===== config.mk =====
export PLATFORM = sky130hd
export DESIGN_NAME = instr_decode_queue_flat
export DESIGN_NICKNAME = d
export VERILOG_FILES = /design/src/rtl/cpu_isa_pkg.sv /design/src/rtl/instr_decode_queue_if.sv /design/src/rtl/sync_fifo.sv /design/src/rtl/instr_decode_queue.sv /design/src/flat_wrapper.sv
export SDC_FILE = /design/constraint.sdc
export NUM_CORES = 1
export LEC_CHECK = 0
export BUFFER_PORTS_ARGS = -buffer_cell sky130_fd_sc_hd__buf_2
export CAP_MARGIN = 20
export CORE_MARGIN = 1.5
export CORE_UTILIZATION = 55
export CTS_BUF_LIST = sky130_fd_sc_hd__clkbuf_8
export DETAILED_ROUTE_END_ITERATION = 8
export HOLD_SLACK_MARGIN = 0.06
export PLACE_DENSITY_LB_ADDON = 0.08
export SYNTH_ARGS = -nofsm -noshare
export SYNTH_HDL_FRONTEND = slang
export SYNTH_HIERARCHICAL = 1
export SYNTH_SLANG_ARGS = --single-unit

===== constraint.sdc =====
create_clock -name clk -period 4 [get_ports clk]
set_input_delay 0.2 -clock clk [delete_from_list [all_inputs] [get_ports clk]]
set_output_delay 0.2 -clock clk [all_outputs]
set_load 0.02 [all_outputs]

===== src/rtl/cpu_isa_pkg.sv =====
// Shared 16-bit CPU ISA constants and the decoded-instruction bundle.
package cpu_isa_pkg;

  localparam logic [3:0] FT_WAIT    = 4'b0000;
  localparam logic [3:0] FT_RTYPE   = 4'b0001;
  localparam logic [3:0] FT_ITYPE   = 4'b0010;
  localparam logic [3:0] FT_LOAD    = 4'b0100;
  localparam logic [3:0] FT_STORE   = 4'b0101;
  localparam logic [3:0] FT_ILLEGAL = 4'b1111;

  localparam logic [7:0] OP_WAIT  = 8'h00;
  localparam logic [7:0] OP_AND   = 8'h01;
  localparam logic [7:0] OP_OR    = 8'h02;
  localparam logic [7:0] OP_XOR   = 8'h03;
  localparam logic [7:0] OP_NOT   = 8'h04;
  localparam logic [7:0] OP_ADD   = 8'h05;
  localparam logic [7:0] OP_ADDU  = 8'h06;
  localparam logic [7:0] OP_ADDC  = 8'h07;
  localparam logic [7:0] OP_RSH   = 8'h08;
  localparam logic [7:0] OP_SUB   = 8'h09;
  localparam logic [7:0] OP_CMP   = 8'h0B;
  localparam logic [7:0] OP_ALSH  = 8'h0C;
  localparam logic [7:0] OP_ARSH  = 8'h0F;
  localparam logic [7:0] OP_LSH   = 8'h84;
  localparam logic [7:0] OP_LOAD  = 8'h85;
  localparam logic [7:0] OP_STORE = 8'h87;

  localparam logic [3:0] PFX_ADDI = 4'h5;
  localparam logic [3:0] PFX_SUBI = 4'h9;

  // Decoded fields except the immediate, whose width is a per-instance parameter.
  typedef struct packed {
    logic [7:0] opcode;
    logic [3:0] flag_type;
    logic [3:0] rdst;
    logic [3:0] rsrc;
    logic       illegal;
  } dec_t;

endpackage


===== src/rtl/instr_decode_queue_if.sv =====
// Fetch-side and execute-side handshake bundle for the decode queue.
interface instr_decode_queue_if #(
  parameter int unsigned IMM_W = 16,
  parameter int unsigned DEPTH = 2
);
  localparam int unsigned CNT_W = $clog2(DEPTH) + 1;

  logic             flush;
  logic             in_valid;
  logic             in_ready;
  logic [15:0]      raw_instructions;
  logic             out_valid;
  logic             out_ready;
  logic [7:0]       opcode;
  logic [3:0]       flag_type;
  logic [3:0]       rdst;
  logic [3:0]       rsrc;
  logic [IMM_W-1:0] immediate;
  logic             illegal;
  logic [CNT_W-1:0] count;

  modport master (
    output flush, in_valid, raw_instructions, out_ready,
    input  in_ready, out_valid, opcode, flag_type, rdst, rsrc, immediate, illegal, count
  );

  modport slave (
    input  flush, in_valid, raw_instructions, out_ready,
    output in_ready, out_valid, opcode, flag_type, rdst, rsrc, immediate, illegal, count
  );
endinterface


===== src/rtl/sync_fifo.sv =====
// Synchronous FIFO with flush; the head register keeps its last value when empty.
module sync_fifo #(
  parameter int unsigned WIDTH = 8,
  parameter int unsigned DEPTH = 2
) (
  input  logic                       clk,
  input  logic                       reset,
  input  logic                       push,
  input  logic                       pop,
  input  logic                       flush,
  input  logic [WIDTH-1:0]           wr_data,
  output logic [WIDTH-1:0]           rd_data,
  output logic [$clog2(DEPTH):0]     count
);
  localparam int unsigned PTR_W = $clog2(DEPTH);
  localparam int unsigned CNT_W = PTR_W + 1;

  logic [WIDTH-1:0] mem_q [DEPTH];
  logic [WIDTH-1:0] mem_d [DEPTH];
  logic [PTR_W-1:0] wr_ptr_q, wr_ptr_d;
  logic [PTR_W-1:0] rd_ptr_q, rd_ptr_d;
  logic [CNT_W-1:0] count_q, count_d;
  logic [WIDTH-1:0] head_q, head_d;

  always_comb begin
    mem_d    = mem_q;
    wr_ptr_d = wr_ptr_q;
    rd_ptr_d = rd_ptr_q;
    count_d  = count_q;
    if (flush) begin
      wr_ptr_d = '0;
      rd_ptr_d = '0;
      count_d  = '0;
    end else begin
      if (push) begin
        mem_d[wr_ptr_q] = wr_data;
        wr_ptr_d        = wr_ptr_q + PTR_W'(1);
      end
      if (pop) begin
        rd_ptr_d = rd_ptr_q + PTR_W'(1);
      end
      count_d = count_q + CNT_W'(push) - CNT_W'(pop);
    end
    // Head tracks the next-cycle read slot so it is already registered when valid.
    head_d = (count_d != '0) ? mem_d[rd_ptr_d] : head_q;
  end

  always_ff @(posedge clk) begin
    if (!reset) begin
      mem_q    <= '{default: '0};
      wr_ptr_q <= '0;
      rd_ptr_q <= '0;
      count_q  <= '0;
      head_q   <= '0;
    end else begin
      mem_q    <= mem_d;
      wr_ptr_q <= wr_ptr_d;
      rd_ptr_q <= rd_ptr_d;
      count_q  <= count_d;
      head_q   <= head_d;
    end
  end

  assign rd_data = head_q;
  assign count   = count_q;
endmodule


===== src/rtl/instr_decode_queue.sv =====
// Decodes raw 16-bit instructions and buffers the decoded bundles for execute.
module instr_decode_queue
  import cpu_isa_pkg::*;
#(
  parameter int unsigned DEPTH    = 2,
  parameter int unsigned IMM_W    = 16,
  parameter bit          SEXT_IMM = 1'b1
) (
  input  logic                 clk,
  input  logic                 reset,
  instr_decode_queue_if.slave  bus
);
  localparam int unsigned CNT_W   = $clog2(DEPTH) + 1;
  localparam int unsigned DEC_W   = $bits(dec_t);
  localparam int unsigned ENTRY_W = DEC_W + IMM_W;

  function automatic logic is_itype(input logic [15:0] ir);
    return (ir[15:12] == PFX_ADDI) || (ir[15:12] == PFX_SUBI);
  endfunction

  function automatic dec_t decode(input logic [15:0] ir);
    dec_t d;
    d        = '0;
    d.opcode = ir[15:8];
    if (is_itype(ir)) begin
      d.opcode    = {4'h0, ir[15:12]};
      d.flag_type = FT_ITYPE;
      d.rdst      = ir[11:8];
    end else begin
      case (ir[15:8])
        OP_AND, OP_OR, OP_XOR, OP_NOT, OP_ADD, OP_ADDU, OP_ADDC,
        OP_RSH, OP_SUB, OP_CMP, OP_ALSH, OP_ARSH, OP_LSH: begin
          d.flag_type = FT_RTYPE;
          d.rdst      = ir[7:4];
          d.rsrc      = ir[3:0];
        end
        OP_LOAD, OP_STORE, OP_WAIT: begin
          d.flag_type = (ir[15:8] == OP_LOAD)  ? FT_LOAD  :
                        (ir[15:8] == OP_STORE) ? FT_STORE : FT_WAIT;
          d.rdst      = ir[7:4];
          d.rsrc      = ir[3:0];
        end
        default: begin
          d.flag_type = FT_ILLEGAL;
          d.illegal   = 1'b1;
        end
      endcase
    end
    return d;
  endfunction

  function automatic logic [IMM_W-1:0] decode_imm(input logic [15:0] ir);
    if (!is_itype(ir)) return '0;
    return SEXT_IMM ? IMM_W'($signed(ir[7:0])) : IMM_W'(ir[7:0]);
  endfunction

  logic [CNT_W-1:0]   count;
  logic [ENTRY_W-1:0] wr_entry_c;
  logic [ENTRY_W-1:0] head;
  dec_t               head_dec;
  logic [IMM_W-1:0]   head_imm;
  logic               push_c;
  logic               pop_c;

  always_comb begin
    wr_entry_c = {decode(bus.raw_instructions), decode_imm(bus.raw_instructions)};
    push_c     = bus.in_valid & bus.in_ready & ~bus.flush;
    pop_c      = bus.out_valid & bus.out_ready & ~bus.flush;
  end

  sync_fifo #(
    .WIDTH (ENTRY_W),
    .DEPTH (DEPTH)
  ) u_fifo (
    .clk     (clk),
    .reset   (reset),
    .push    (push_c),
    .pop     (pop_c),
    .flush   (bus.flush),
    .wr_data (wr_entry_c),
    .rd_data (head),
    .count   (count)
  );

  assign {head_dec, head_imm} = head;

  // Handshake flags come only from the registered occupancy.
  assign bus.in_ready  = (count < CNT_W'(DEPTH));
  assign bus.out_valid = (count != '0);
  assign bus.count     = count;
  assign bus.opcode    = head_dec.opcode;
  assign bus.flag_type = head_dec.flag_type;
  assign bus.rdst      = head_dec.rdst;
  assign bus.rsrc      = head_dec.rsrc;
  assign bus.immediate = head_imm;
  assign bus.illegal   = head_dec.illegal & bus.out_valid;
endmodule


===== src/flat_wrapper.sv =====
// flat-port wrapper written by rule: the top's interface ports become plain ports
module instr_decode_queue_flat import cpu_isa_pkg::*;
#(
  parameter int unsigned DEPTH    = 2,
  parameter int unsigned IMM_W    = 16,
  parameter bit          SEXT_IMM = 1'b1
)
  (clk, reset, bus_flush, bus_in_valid, bus_raw_instructions, bus_out_ready, bus_in_ready, bus_out_valid, bus_opcode, bus_flag_type, bus_rdst, bus_rsrc, bus_immediate, bus_illegal, bus_count);
  instr_decode_queue_if #(.IMM_W(IMM_W), .DEPTH(DEPTH)) bus_i ();
  input  logic clk;
  input  logic reset;
  input wire logic [$bits(bus_i.flush)-1:0] bus_flush;
  input wire logic [$bits(bus_i.in_valid)-1:0] bus_in_valid;
  input wire logic [$bits(bus_i.raw_instructions)-1:0] bus_raw_instructions;
  input wire logic [$bits(bus_i.out_ready)-1:0] bus_out_ready;
  output wire logic [$bits(bus_i.in_ready)-1:0] bus_in_ready;
  output wire logic [$bits(bus_i.out_valid)-1:0] bus_out_valid;
  output wire logic [$bits(bus_i.opcode)-1:0] bus_opcode;
  output wire logic [$bits(bus_i.flag_type)-1:0] bus_flag_type;
  output wire logic [$bits(bus_i.rdst)-1:0] bus_rdst;
  output wire logic [$bits(bus_i.rsrc)-1:0] bus_rsrc;
  output wire logic [$bits(bus_i.immediate)-1:0] bus_immediate;
  output wire logic [$bits(bus_i.illegal)-1:0] bus_illegal;
  output wire logic [$bits(bus_i.count)-1:0] bus_count;
  assign bus_i.flush = bus_flush;
  assign bus_i.in_valid = bus_in_valid;
  assign bus_i.raw_instructions = bus_raw_instructions;
  assign bus_i.out_ready = bus_out_ready;
  assign bus_in_ready = bus_i.in_ready;
  assign bus_out_valid = bus_i.out_valid;
  assign bus_opcode = bus_i.opcode;
  assign bus_flag_type = bus_i.flag_type;
  assign bus_rdst = bus_i.rdst;
  assign bus_rsrc = bus_i.rsrc;
  assign bus_immediate = bus_i.immediate;
  assign bus_illegal = bus_i.illegal;
  assign bus_count = bus_i.count;
  instr_decode_queue #(.DEPTH(DEPTH), .IMM_W(IMM_W), .SEXT_IMM(SEXT_IMM)) u_core (.clk(clk), .reset(reset), .bus(bus_i));
endmodule

== Word-level counts from Yosys, hierarchy flattened ==
Index checks and enable logic that the tools add are counted.
Cells by class
  reductions and logical operators: 9
  bitwise operators: 9
  order comparisons: 4
  equal/unequal tests: 17
  mux-type cells: 20
  add/sub/neg operators: 4
Operators with widths (number)
  37-bit 2-to-1 mux: 4
  74-bit 2-to-1 mux: 2
  74-bit bitwise mux: 1
  8-bit by 4-bit == test with 1-bit output, second input constant: 5
  37-bit demux with 1-bit select: 1
  8-bit by 3-bit == test with 1-bit output, second input constant: 4
  8-bit == test, second input constant: 3
  8-bit 2-to-1 mux: 3
  8-bit by 2-bit == test with 1-bit output, second input constant: 2
  16-bit 2-to-1 mux: 1
  16-bit OR reduction: 1
  13-bit OR reduction: 1
  8-bit by 1-bit == test with 1-bit output, second input constant: 1
  8-bit logical NOT: 1
  4-bit one-hot mux with 2 select lines: 1
  1-bit bitwise AND: 5
  5-bit 2-to-1 mux: 1
  4-bit by 3-bit == test with 1-bit output, second input constant: 1
  4-bit == test, second input constant: 1
  2-bit greater-or-equal comparator, second input constant: 2
  4-bit 2-to-1 mux: 1
  1-bit inverter with 2-bit output: 2
  2-bit nonzero test: 2
  1-bit 2-to-1 mux: 3
  other kinds (12): 14
Storage, ports and cells
  bits of input ports: 21
  logic and storage cells: 69
  output and inout bits: 41
  bits in registers: 115

== Depth between registers and ports, before layout ==
  depth in word-level cells: 11
  mapped depth: 10

== Modules after synthesis ==
Netlist, hierarchy kept.
Modules (own cells, without submodules)
  sync_fifo: instances 1, cells each 574, seq. area each 2302.2 sq um, area each 5672.9 sq um
  instr_decode_queue: instances 1, cells each 74, seq. area each 0.0 sq um, area each 488.0 sq um

== Worst setup path before layout ==
Ideal clock, no wire load.
  kind: register to register
  from: reg u_core.u_fifo.count_q[1], in the netlist u_core/u_fifo/count[1]
  to: reg u_core.u_fifo.head_q[35], in the netlist u_core/u_fifo/rd_data[35]
  arrival time: 2.434 ns
  library setup time: 0.139 ns
  data required time: 3.861 ns
  buffers on the path: 1
  stages on the path, launching flop included: 10
  clock period less this slack: 2.573 ns
  setup slack: 1.427 ns
  path through: dfxtp_1 > or2_2 > and3b_1 > ha_1 > inv_1 > ha_1 > xnor3_1 > a31oi_2 > buf_4 > o32ai_2
On the way
  word-level cells in the longest chain between the ends: 9
RTL lines
  start: declaration: line sync_fifo.sv:22  | logic [CNT_W-1:0] count_q, count_d;
  start signal: assignment: line sync_fifo.sv:59  | count_q <= count_d;
  2-bit nonzero test (*): line instr_decode_queue.sv:89  | assign bus.out_valid = (count != '0);
  via bus_out_valid: line flat_wrapper.sv:17  | output wire logic [$bits(bus_i.out_valid)-1:0] bus_out_valid;
  1-bit bitwise AND (*) (2 in a row): line instr_decode_queue.sv:68  | pop_c = bus.out_valid & bus.out_ready & ~bus.flush;
  via u_core.pop_c: line instr_decode_queue.sv:63  | logic pop_c;
  1-bit 2-to-1 mux: line sync_fifo.sv:39  | if (pop) begin
  1-bit 2-to-1 mux: line sync_fifo.sv:30  | if (flush) begin
  1-bit inverter with 2-bit output (not written as such): line sync_fifo.sv:45  | head_d = (count_d != '0) ? mem_d[rd_ptr_d] : head_q;
  37-bit 2-to-1 mux (not written as such) (3 in a row): line sync_fifo.sv:45
  end signal: assignment: line sync_fifo.sv:54  | head_q <= '0;
  end signal: assignment: line sync_fifo.sv:60  | head_q <= head_d;
  end: declaration: line sync_fifo.sv:23  | logic [WIDTH-1:0] head_q, head_d;
Mark *: on every way through the listed nets, which the timed path passes. The rest lies on a longest branch. The select of a mux whose other input is x is not followed.
A chain may end at the register's enable or synchronous reset.

== Worst setup path in the final report ==
  from: reg u_core.u_fifo.count_q[1], in the netlist u_core/u_fifo/count[1]
  to: reg u_core.u_fifo.head_q[1], in the netlist u_core/u_fifo/rd_data[1]
On the way
  word-level cells in the longest chain between the ends: 9
RTL lines (line)
  2-bit nonzero test (*): instr_decode_queue.sv:89
  1-bit bitwise AND (*) (2 in a row): instr_decode_queue.sv:68
  via u_core.pop_c: instr_decode_queue.sv:63
  1-bit 2-to-1 mux: sync_fifo.sv:39
  1-bit 2-to-1 mux: sync_fifo.sv:30
  1-bit inverter with 2-bit output (not written as such): sync_fifo.sv:45
  37-bit 2-to-1 mux (not written as such) (3 in a row): sync_fifo.sv:45
Marks and branches as above.

==> flow_metrics.env <==
export IMPL_clock_fmax_mhz=345
export IMPL_cp_slowest_stage_delay_ns=0.45
export IMPL_ctsRootBufferMaster="clkbuf_8"
export IMPL_regToRegStartpoint="u_core/u_fifo/count[1]$_SDFF_PN0_"
export IMPL_ioPinCount=62
export IMPL_cts_sinks=115
export IMPL_cts_buffers_inserted=17
export IMPL_setup_violations_final=0
export IMPL_endpoint="u_core/u_fifo/rd_data[1]$_SDFFE_PN0P_"
export IMPL_synth_top_area_share_pct=37.4
export IMPL_ant_nets=0
export IMPL_crit_slowest_cell="buf_4"
export IMPL_grt_pass1_wl_um=25500
export IMPL_slew_violations=0
export IMPL_yosys_area_top_type="dfxtp_1"
export IMPL_r2r_setup_slack_ns=1.10
export IMPL_powerDensity_nw_per_um2=393
export IMPL_p_sw_uw=663
export IMPL_hpwl_um=9560
export IMPL_via_per_inst=6.53
export IMPL_async_flop_share_pct=0
export IMPL_cp_max_fo=31
export IMPL_slew_headroom_pct=34.2
export IMPL_grt_ovfl_total=0
export IMPL_drt_iter0_drc=372
export IMPL_drive_gt1_share_pct=17.7
export IMPL_row_count=38
export IMPL_syn2layout_area_growth_pct=11.4
export IMPL_grt_use_met1_pct=38.4
export IMPL_place_area_um2=6400
export IMPL_start_util_pct=56.6
export IMPL_end_kind="flop"
export IMPL_hold_violations=0
export IMPL_fin_crit_ns=2.90
export IMPL_vias=5345
export IMPL_antenna_found_initial=0
export IMPL_ctsHoldBuffers=0
export IMPL_routed_wl_um=16200
export IMPL_regArea_um2=2300
export IMPL_synth_seq_area_share_pct=37.4
export IMPL_start_kind="flop"
export IMPL_diodes=0
export IMPL_ff2ff_path_depth=9
export IMPL_grt_pass1_vias=4992
export IMPL_met2_usage_pct=43.8
export IMPL_busiest_layer="met2"
export IMPL_p_seq_share_pct=43.5
export IMPL_rr_endpoint="u_core/u_fifo/rd_data[1]$_SDFFE_PN0P_"
export IMPL_gp_congestion=0.859
export IMPL_cpMostUsedCell="ha_1"
export IMPL_fin_cells=819
export IMPL_cts_resized=0
export IMPL_fin_setup_tns_ns=0
export IMPL_clock_path_buffers=2
export IMPL_dp_cells=787
export IMPL_worst_pin_slew_ns=0.986
export IMPL_met3_usage_pct=5.74
export IMPL_synth_edff_count=0
export IMPL_path_class="reg -> reg"
export IMPL_die_w_um=109
export IMPL_status="finished, final reports clean"
export IMPL_leakagePower_nw=2.64
export IMPL_cp_required_ns=4.30
export IMPL_drt_wirelength_per_cell_um=19.8
export IMPL_peakVddDrop_uv=290
export IMPL_period_share_pct=72.4
export IMPL_combPwrFrac_pct=9.7
export IMPL_die_area_um2=11800
export IMPL_fillCellCount=951
export IMPL_track_usage_pct=28.1
export IMPL_grt_max_degree=114
export IMPL_post_cts_buffers=0
export IMPL_holdWs_ns=0.197
export IMPL_stdcell_area_um2=6860
export IMPL_syn_avg_cell_area_um2=9.51
export IMPL_path_cells="or2_2, and3b_1, ha_1, inv_1, ha_1, xnor3_1, a31oi_4, buf_4, o32ai_1"
export IMPL_worstSetupStartpoint="u_core/u_fifo/count[1]$_SDFF_PN0_"
export IMPL_maxCapViolCount=0
export IMPL_htreeDepth=4
export IMPL_p_int_mw=2.03
export IMPL_clk_latency_ns=0.45
export IMPL_synth_main_ff_cell="dfxtp_1"
export IMPL_hold_class="in -> reg"
export IMPL_firstDrtPassIters=5
export IMPL_p_clk_share_pct=46.8
export IMPL_syn_nets=671
export IMPL_synth_seq_cells=115
export IMPL_synth_cell_types=51
export IMPL_yosysWarningCount=6
export IMPL_critPathArrivalTime_ns=3.20
export IMPL_core_area_um2=10900
export IMPL_die_h_um=109
export IMPL_syn_inst=648
export IMPL_clk_pin_slew_ns=0.07
export IMPL_fin_nets=689
export IMPL_synth_area_um2=6160
export IMPL_synth_area_top_cells="dfxtp_1, o21a_1, and2_1"
export IMPL_drcViolationCount=0
export IMPL_io_buffers=61
export IMPL_tritoncts="done"
export IMPL_rsz0062_at_grt="no"
export IMPL_p_sw_share_pct=24.6
export IMPL_fin_skew_ns=0.00644
export IMPL_multi_input_area_um2=3310
state kept, by name (all words and copies together) (netlist names):
signal,count
u_core/u_fifo/rd_ptr_q,1
u_core/u_fifo/count,2
u_core/u_fifo/rd_data,37
u_core/u_fifo/mem_q,74
u_core/u_fifo/wr_ptr_q,1
stage by stage:
stage | utilization [%] | worst slack (ns) | total power, mW
final | 63.0 | 1.10 | 2.70
after CTS | 63.0 | 1.13 | 2.71
after global routing | 63.0 | 1.00 | 2.78
after detailed placement | 58.8 | 1.17 | 1.45
after global placement | 58.8 | 1.26 | 1.45
after floorplan | - | 1.43 | 1.39
layer usage:
metal | vias to the layer above | routed length, um | share of wire, %
met3 | 25 | 885 | 5.5
met5 | - | 0 | 0
met4 | 0 | 308 | 1.9
li1 | 2510 | - | -
met1 | 2648 | 7460 | 46
met2 | 162 | 7540 | 47
layout make-up:
| class | count | share of cell area, % |
|---|---|---|
| multi-input combinational | 409 | 48.2 |
| sequential | 115 | 33.6 |
| timing repair buffer | 74 | 6.24 |
| clock buffer | 20 | 4.01 |
| clock inverter | 12 | 2.70 |
| inverter | 49 | 2.68 |
| tap | 140 | 2.55 |
power by group through the flow:
stage          clock (mW)  combinational, mW  sequential [mW]
5_1_grt              1.32              0.281             1.17
2_1_floorplan           0              0.184             1.20
4_1_cts              1.28              0.258             1.17
3_3_place_gp            0              0.254             1.20
3_5_place_dp            0              0.257             1.20
6_report             1.26              0.262             1.17
critical path: cells and delay by family (launching register included):
kind,cells,cell delay (ns)
AND/OR/NAND/NOR,2,0.60
AO/OA/AOI/OAI,2,0.52
buffers and inverters,2,0.50
adder cells (fa/ha/maj),2,0.45
flip-flops,1,0.37
XOR/XNOR,1,0.29
worst min path at each step:
stage          cells past startpoint                              startpoint                                endpoint
3_5_place_dp                       2  u_core/u_fifo/rd_data[23]$_SDFFE_PN0P_  u_core/u_fifo/rd_data[23]$_SDFFE_PN0P_
4_1_cts                            3                               bus_flush      u_core/u_fifo/mem_q[46]$_SDFF_PN0_
2_1_floorplan                      2                                   reset       u_core/u_fifo/count[0]$_SDFF_PN0_
6_report                           3                               bus_flush      u_core/u_fifo/mem_q[46]$_SDFF_PN0_
3_3_place_gp                       2  u_core/u_fifo/rd_data[31]$_SDFFE_PN0P_  u_core/u_fifo/rd_data[31]$_SDFFE_PN0P_
5_1_grt                            3                               bus_flush      u_core/u_fifo/mem_q[46]$_SDFF_PN0_
cells in the mapped netlist, types with 2 or more instances:
cell	instances
a2111oi_0	37
a21oi_1	5
a221oi_1	37
and2_1	78
and3_1	9
and4b_1	37
buf_2	8
buf_4	8
buf_6	6
clkbuf_1	49
dfxtp_1	115
ha_1	2
inv_1	48
nand2_1	4
nand2b_1	4
nand3_1	2
nor2_1	10
nor4bb_1	37
o21a_1	75
o21ai_0	5
o32ai_1	39
or3_1	2
xnor2_1	2
xor2_2	2
cell families after synthesis:
group,Yosys count,share of synthesized area (%)
flip-flops,115,37.4
adder cells (fa/ha/maj),2,0.406
AO/OA/AOI/OAI,207,27.7
AND/OR/NAND/NOR,195,24.1
buffers and inverters,124,9.24
XOR/XNOR,5,1.18
cells in the final DEF (no fill, tap or decap), types with 5 or more instances in the layout:
cell type and count:
a221oi_1 37, a21oi_1 5, and4b_1 37, buf_4 11, buf_2 61, o21ai_0 5
and2_1 78, dfxtp_1 114, nor4bb_1 37, nor2_1 10, bufinv_16 5, inv_1 50
o21a_1 75, a2111oi_0 37, clkbuf_8 20, and3_1 9, o32ai_1 39
No activity file was read; power rests on OpenSTA's default activity.
